===== src/rtl/light_sequencer_if.sv =====
// Handshake and lamp-drive bundle between requesters and the light sequencer.
interface light_sequencer_if #(
  parameter int STEP_W = 8
);
  logic [1:0]        req;
  logic [STEP_W-1:0] step_len;
  logic [1:0]        grant;
  logic              busy;
  logic              done;
  logic [2:0]        lamp;

  modport master (
    output req, step_len,
    input  grant, busy, done, lamp
  );

  modport slave (
    input  req, step_len,
    output grant, busy, done, lamp
  );
endinterface


===== src/rtl/light_sequencer.sv =====
// Two-requester round-robin lamp sequencer: ramps a 3-lamp thermometer bank up,
// holds it fully lit, then ramps it down, one step per latched step period.
module light_sequencer #(
  parameter int STEP_W     = 8,
  parameter int HOLD_STEPS = 4
) (
  input  logic             clk,
  input  logic             reset,
  light_sequencer_if.slave bus
);

  localparam int HC_W = (HOLD_STEPS > 1) ? $clog2(HOLD_STEPS) : 1;
  localparam logic [HC_W-1:0] HOLD_LAST = HC_W'(HOLD_STEPS - 1);

  typedef enum logic [1:0] {IDLE, UP, HOLD, DOWN} state_e;

  state_e            state_q, state_d;
  logic [2:0]        lamp_q, lamp_d;
  logic [1:0]        grant_q, grant_d;
  logic              done_q, done_d;
  logic              last_q, last_d;
  logic [STEP_W-1:0] timer_q, timer_d;
  logic [STEP_W-1:0] len_m1_q, len_m1_d;
  logic [HC_W-1:0]   hold_q, hold_d;

  logic tick;
  logic abort;
  logic win;
  logic busy;

  assign tick  = (timer_q == len_m1_q);
  assign abort = ~|(bus.req & grant_q);

  // Round-robin: with both requesting, the one not served last wins.
  always_comb begin
    win = ~last_q;
    if (bus.req == 2'b01)      win = 1'b0;
    else if (bus.req == 2'b10) win = 1'b1;
  end

  always_ff @(posedge clk or negedge reset) begin
    if (!reset) begin
      state_q  <= IDLE;
      lamp_q   <= '0;
      grant_q  <= '0;
      done_q   <= 1'b0;
      last_q   <= 1'b1;
      timer_q  <= '0;
      len_m1_q <= '0;
      hold_q   <= '0;
    end else begin
      state_q  <= state_d;
      lamp_q   <= lamp_d;
      grant_q  <= grant_d;
      done_q   <= done_d;
      last_q   <= last_d;
      timer_q  <= timer_d;
      len_m1_q <= len_m1_d;
      hold_q   <= hold_d;
    end
  end

  always_comb begin
    state_d = state_q;
    unique case (state_q)
      IDLE: if (|bus.req) state_d = UP;
      UP: begin
        if (abort)                           state_d = DOWN;
        else if (tick && lamp_q == 3'b011)   state_d = HOLD;
      end
      HOLD: begin
        if (abort)                           state_d = DOWN;
        else if (tick && hold_q == HOLD_LAST) state_d = DOWN;
      end
      DOWN: if (tick && lamp_q[2:1] == 2'b00) state_d = IDLE;
      default: state_d = IDLE;
    endcase
  end

  always_comb begin
    lamp_d   = lamp_q;
    grant_d  = grant_q;
    done_d   = 1'b0;
    last_d   = last_q;
    len_m1_d = len_m1_q;
    hold_d   = hold_q;

    // Timer restarts on every state change and stays parked at zero in IDLE.
    if (state_d != state_q || state_d == IDLE || tick) timer_d = '0;
    else                                               timer_d = timer_q + STEP_W'(1);

    unique case (state_q)
      IDLE: begin
        if (|bus.req) begin
          grant_d  = win ? 2'b10 : 2'b01;
          last_d   = win;
          len_m1_d = (bus.step_len == '0) ? '0 : bus.step_len - STEP_W'(1);
          hold_d   = '0;
        end
      end
      UP:   if (!abort && tick) lamp_d = {lamp_q[1:0], 1'b1};
      HOLD: if (!abort && tick) hold_d = hold_q + HC_W'(1);
      DOWN: begin
        if (tick) begin
          lamp_d = {1'b0, lamp_q[2:1]};
          if (lamp_q[2:1] == 2'b00) begin
            grant_d = '0;
            done_d  = 1'b1;
          end
        end
      end
      default: ;
    endcase
  end

  always_comb begin
    busy      = (state_q != IDLE);
    bus.busy  = busy;
    bus.grant = grant_q;
    bus.done  = done_q;
    bus.lamp  = lamp_q;
  end

endmodule

===== src/flat_wrapper.sv =====
// flat-port wrapper written by rule: the top's interface ports become plain ports
module light_sequencer_flat 
#(
  parameter int STEP_W     = 8,
  parameter int HOLD_STEPS = 4
)
  (clk, reset, bus_req, bus_step_len, bus_grant, bus_busy, bus_done, bus_lamp);
  light_sequencer_if #(.STEP_W(STEP_W)) bus_i ();
  input  logic clk;
  input  logic reset;
  input wire logic [$bits(bus_i.req)-1:0] bus_req;
  input wire logic [$bits(bus_i.step_len)-1:0] bus_step_len;
  output wire logic [$bits(bus_i.grant)-1:0] bus_grant;
  output wire logic [$bits(bus_i.busy)-1:0] bus_busy;
  output wire logic [$bits(bus_i.done)-1:0] bus_done;
  output wire logic [$bits(bus_i.lamp)-1:0] bus_lamp;
  assign bus_i.req = bus_req;
  assign bus_i.step_len = bus_step_len;
  assign bus_grant = bus_i.grant;
  assign bus_busy = bus_i.busy;
  assign bus_done = bus_i.done;
  assign bus_lamp = bus_i.lamp;
  light_sequencer #(.STEP_W(STEP_W), .HOLD_STEPS(HOLD_STEPS)) u_core (.clk(clk), .reset(reset), .bus(bus_i));
endmodule

===== config.mk =====
export PLATFORM = sky130hd
export DESIGN_NAME = light_sequencer_flat
export DESIGN_NICKNAME = d
export VERILOG_FILES = /design/src/rtl/light_sequencer_if.sv /design/src/rtl/light_sequencer.sv /design/src/flat_wrapper.sv
export SDC_FILE = /design/constraint.sdc
export NUM_CORES = 1
export LEC_CHECK = 0
export ABC_AREA = 1
export CAP_MARGIN = 20
export CORE_MARGIN = 2
export CORE_UTILIZATION = 58
export CTS_CLUSTER_SIZE = 20
export DETAILED_ROUTE_END_ITERATION = 16
export PLACE_DENSITY = 0.82
export RECOVER_POWER = 100
export SKIP_LAST_GASP = 1
export SLEW_MARGIN = 20
export SYNTH_ARGS = -nofsm -noshare
export SYNTH_HDL_FRONTEND = slang
export SYNTH_SLANG_ARGS = --single-unit

===== constraint.sdc =====
create_clock -name clk -period 2.3 [get_ports clk]
set_input_delay 0.345 -clock clk [delete_from_list [all_inputs] [get_ports clk]]
set_output_delay 0.345 -clock clk [all_outputs]
set_load 0.01 [all_outputs]

==> flow_metrics.tcl <==
set metrics [dict create \
    peakVddDrop_mv 0.582 \
    startpoint_type "register" \
    worstSetupPathType "register to output pin" \
    drt-initial-drc-count 38 \
    avgViaCountPerCell 5.30 \
    drcViolationCount 0 \
    critical_path_required_ns 1.96 \
    layout_common_cells "48 x nand2_1, 36 x inv_1, 26 x dfrtp_1, 23 x nor2_1, 18 x o21ai_0" \
    holdPathEnd "u_core.timer_q[0]" \
    reg2reg_depth 9 \
    grt_usage 0.247 \
    syn_inst 196 \
    synth_area_um2 1520 \
    core_area_um2 2480 \
    cts.path.max_buffers 2 \
    post_cts_resized 0 \
    final.min_clock_period_ns 2.05 \
    die-area_um2 3050 \
    wl_mm 3.13 \
    multiInputGateArea_um2 683 \
    grt_overflow 0 \
    grt_pass1_vias 1329 \
    wire_per_inst_um 12.6 \
    io_buffers 18 \
    antenna_found_initial 0 \
    syn_to_final_growth_pct 15.0 \
    cp_max_fo 6 \
    initial_core_util 0.614 \
    dr.pass1.iters 4 \
    insertion_delay_ns 0.33 \
    fillers 190 \
    ys_seq_area_frac 0.445 \
    mostFrequentLayoutCell "nand2_1" \
    tns_ns 0 \
    nNetsFinal 235 \
    postCtsSetupBuffers 0 \
    n_antenna_cell 0 \
    ys_ff_latch 27 \
    utilization 0.706 \
    final_hold_viol_count 0 \
    clock_skew_ns 0.00143 \
    cp_data_arrival_time_ns 1.71 \
    clk_pin_slew_ns 0.14 \
    pwr_density_cell_nw_per_um2 779 \
    die_w_um 55.2 \
    hold_start "u_core.timer_q[0]" \
    avgSynthCellArea_um2 7.76 \
    min_path_cells 1 \
    timing.fmax_ghz 0.487 \
    gp_congestion 0.838 \
    placed_area_um2 1740 \
    fin_crit_sh 0.892 \
    relSlewSlack 0.0483 \
    grt_max_degree 28 \
    vias 1319 \
    h-tree-depth 1 \
    rsz0062_at_grt "false" \
    clock-sinks 27 \
    hold_buffers 0 \
    cts_buffers 3 \
    r2r-end "u_core.bus.lamp[0]" \
    tightest_slew_ns 1.43 \
    fp-row-count 18 \
    slew_viol_final 0 \
    worstHoldPathType "register to register" \
    io-pin-count 19 \
    cp-end-kind "output pin" \
    synth_fp_nets 211 \
    yosys_warnings 0 \
    p_leak_nw 0.873 \
    cts_tree "built" \
    drv_cap 0 \
    timing.rr.start "u_core.timer_q[2]" \
    finalSetupViolCount 0 \
    ant_nets 0 \
    cts-root-buf "clkbuf_4" \
    drive_gt1_frac 0.0274 \
    r2r_slack_ns 0.49 \
    ys_types 23 \
    place.detailed.hpwl_mm 2.51 \
    status "finished clean" \
    final_area_um2 1750 \
    die_h_um 55.2 \
    grt_pass1_wl_mm 5.34 \
    seq_area_um2 677 \
]
[worst max-delay path: stages (launching register included)]
cell and delay [ns]:
dfrtp_1 0.48, nor2_1 0.21, inv_1 0.08, dlygate4sd3_1 0.61
[layout make-up]
type,count,area share
Sequential cell,27,0.387
Clock inverter,1,0.00286
Clock buffer,3,0.0129
Inverter,36,0.0773
Timing Repair Buffer,20,0.107
Tap cell,30,0.0215
Multi-Input combinational cell,132,0.391
[cell families (layout without fill, tap and decap cells)]
family | Yosys count | count (layout) | synth area share
xor gates and xnor gates | 16 | 16 | 0.0922
adders and majority gates | 3 | 3 | 0.0247
DFF | 27 | 27 | 0.445
AOI/OAI and AO/OA | 27 | 27 | 0.104
muxes | 1 | 1 | 0.00658
and+or+nand+nor | 85 | 85 | 0.231
buffers and inverters | 37 | 60 | 0.0963
[synthesized netlist by cell type]
cell type  instances  area share
a22oi_1            1      0.0049
a311oi_1           1      0.0058
a31oi_1            1      0.0041
buf_6              1      0.0074
dfrtp_1           26        0.43
dfstp_2            1       0.017
ha_1               3       0.025
inv_1             36       0.089
mux2i_1            1      0.0066
nand2_1           47        0.12
nand2_2            1      0.0041
nand2_4            1      0.0074
nand3_1            6       0.020
nand4_1            1      0.0041
nor2_1            21       0.052
nor2_2             2      0.0082
nor3_1             6       0.020
o21ai_0           18       0.059
o22ai_1            4       0.016
o22ai_2            1      0.0082
o31ai_1            1      0.0049
xnor2_1            9       0.052
xor2_1             7       0.040
[worst max-delay path by stage]
stage / start / endpoint / slack (ns)
after global placement: bus_step_len[0] / u_core.len_m1_q[7] / 0.22
after detailed placement: bus_req[0] / u_core.timer_q[1] / 0.13
after CTS: u_core.state_q[1] / bus_busy / 0.34
after global routing: u_core.state_q[1] / bus_busy / 0.16
final: u_core.state_q[1] / bus_busy / 0.25
after floorplan: bus_step_len[0] / u_core.len_m1_q[7] / 0.80
[per-stage QoR]
step           std cells  hold WS [ns]  total power [mW]  worst slack [ns]
2_1_floorplan        196        0.0494              1.03             0.798
3_3_place_gp         245         0.470              1.13             0.223
3_5_place_dp         245         0.479              1.18             0.128
4_1_cts              249         0.359              1.38             0.343
5_1_grt              249         0.532              1.48             0.159
6_report             249         0.505              1.36             0.247
[power by group]
group	switching, mW	internal [mW]
logic	0.256	0.213
clock network	0.141	0.0653
registers	0.110	0.577
[flip-flops by register name, indices dropped and copies added (netlist names)]
name	count
u_core.len_m1_q	8
u_core.timer_q	8
u_core.bus.lamp	3
u_core.bus.grant	2
u_core.hold_q	2
u_core.state_q	2
u_core.bus.done	1
u_core.last_q	1
[layer usage]
metal / wire [um] / GRT usage / vias up
li1: - / - / 661
met1: 1390 / 0.289 / 619
met2: 1620 / 0.456 / 35
met3: 91 / 0.0323 / 4
met4: 27 / 0.0935 / 0
met5: 0 / 0 / -
(Power assumes the default switching activity.)
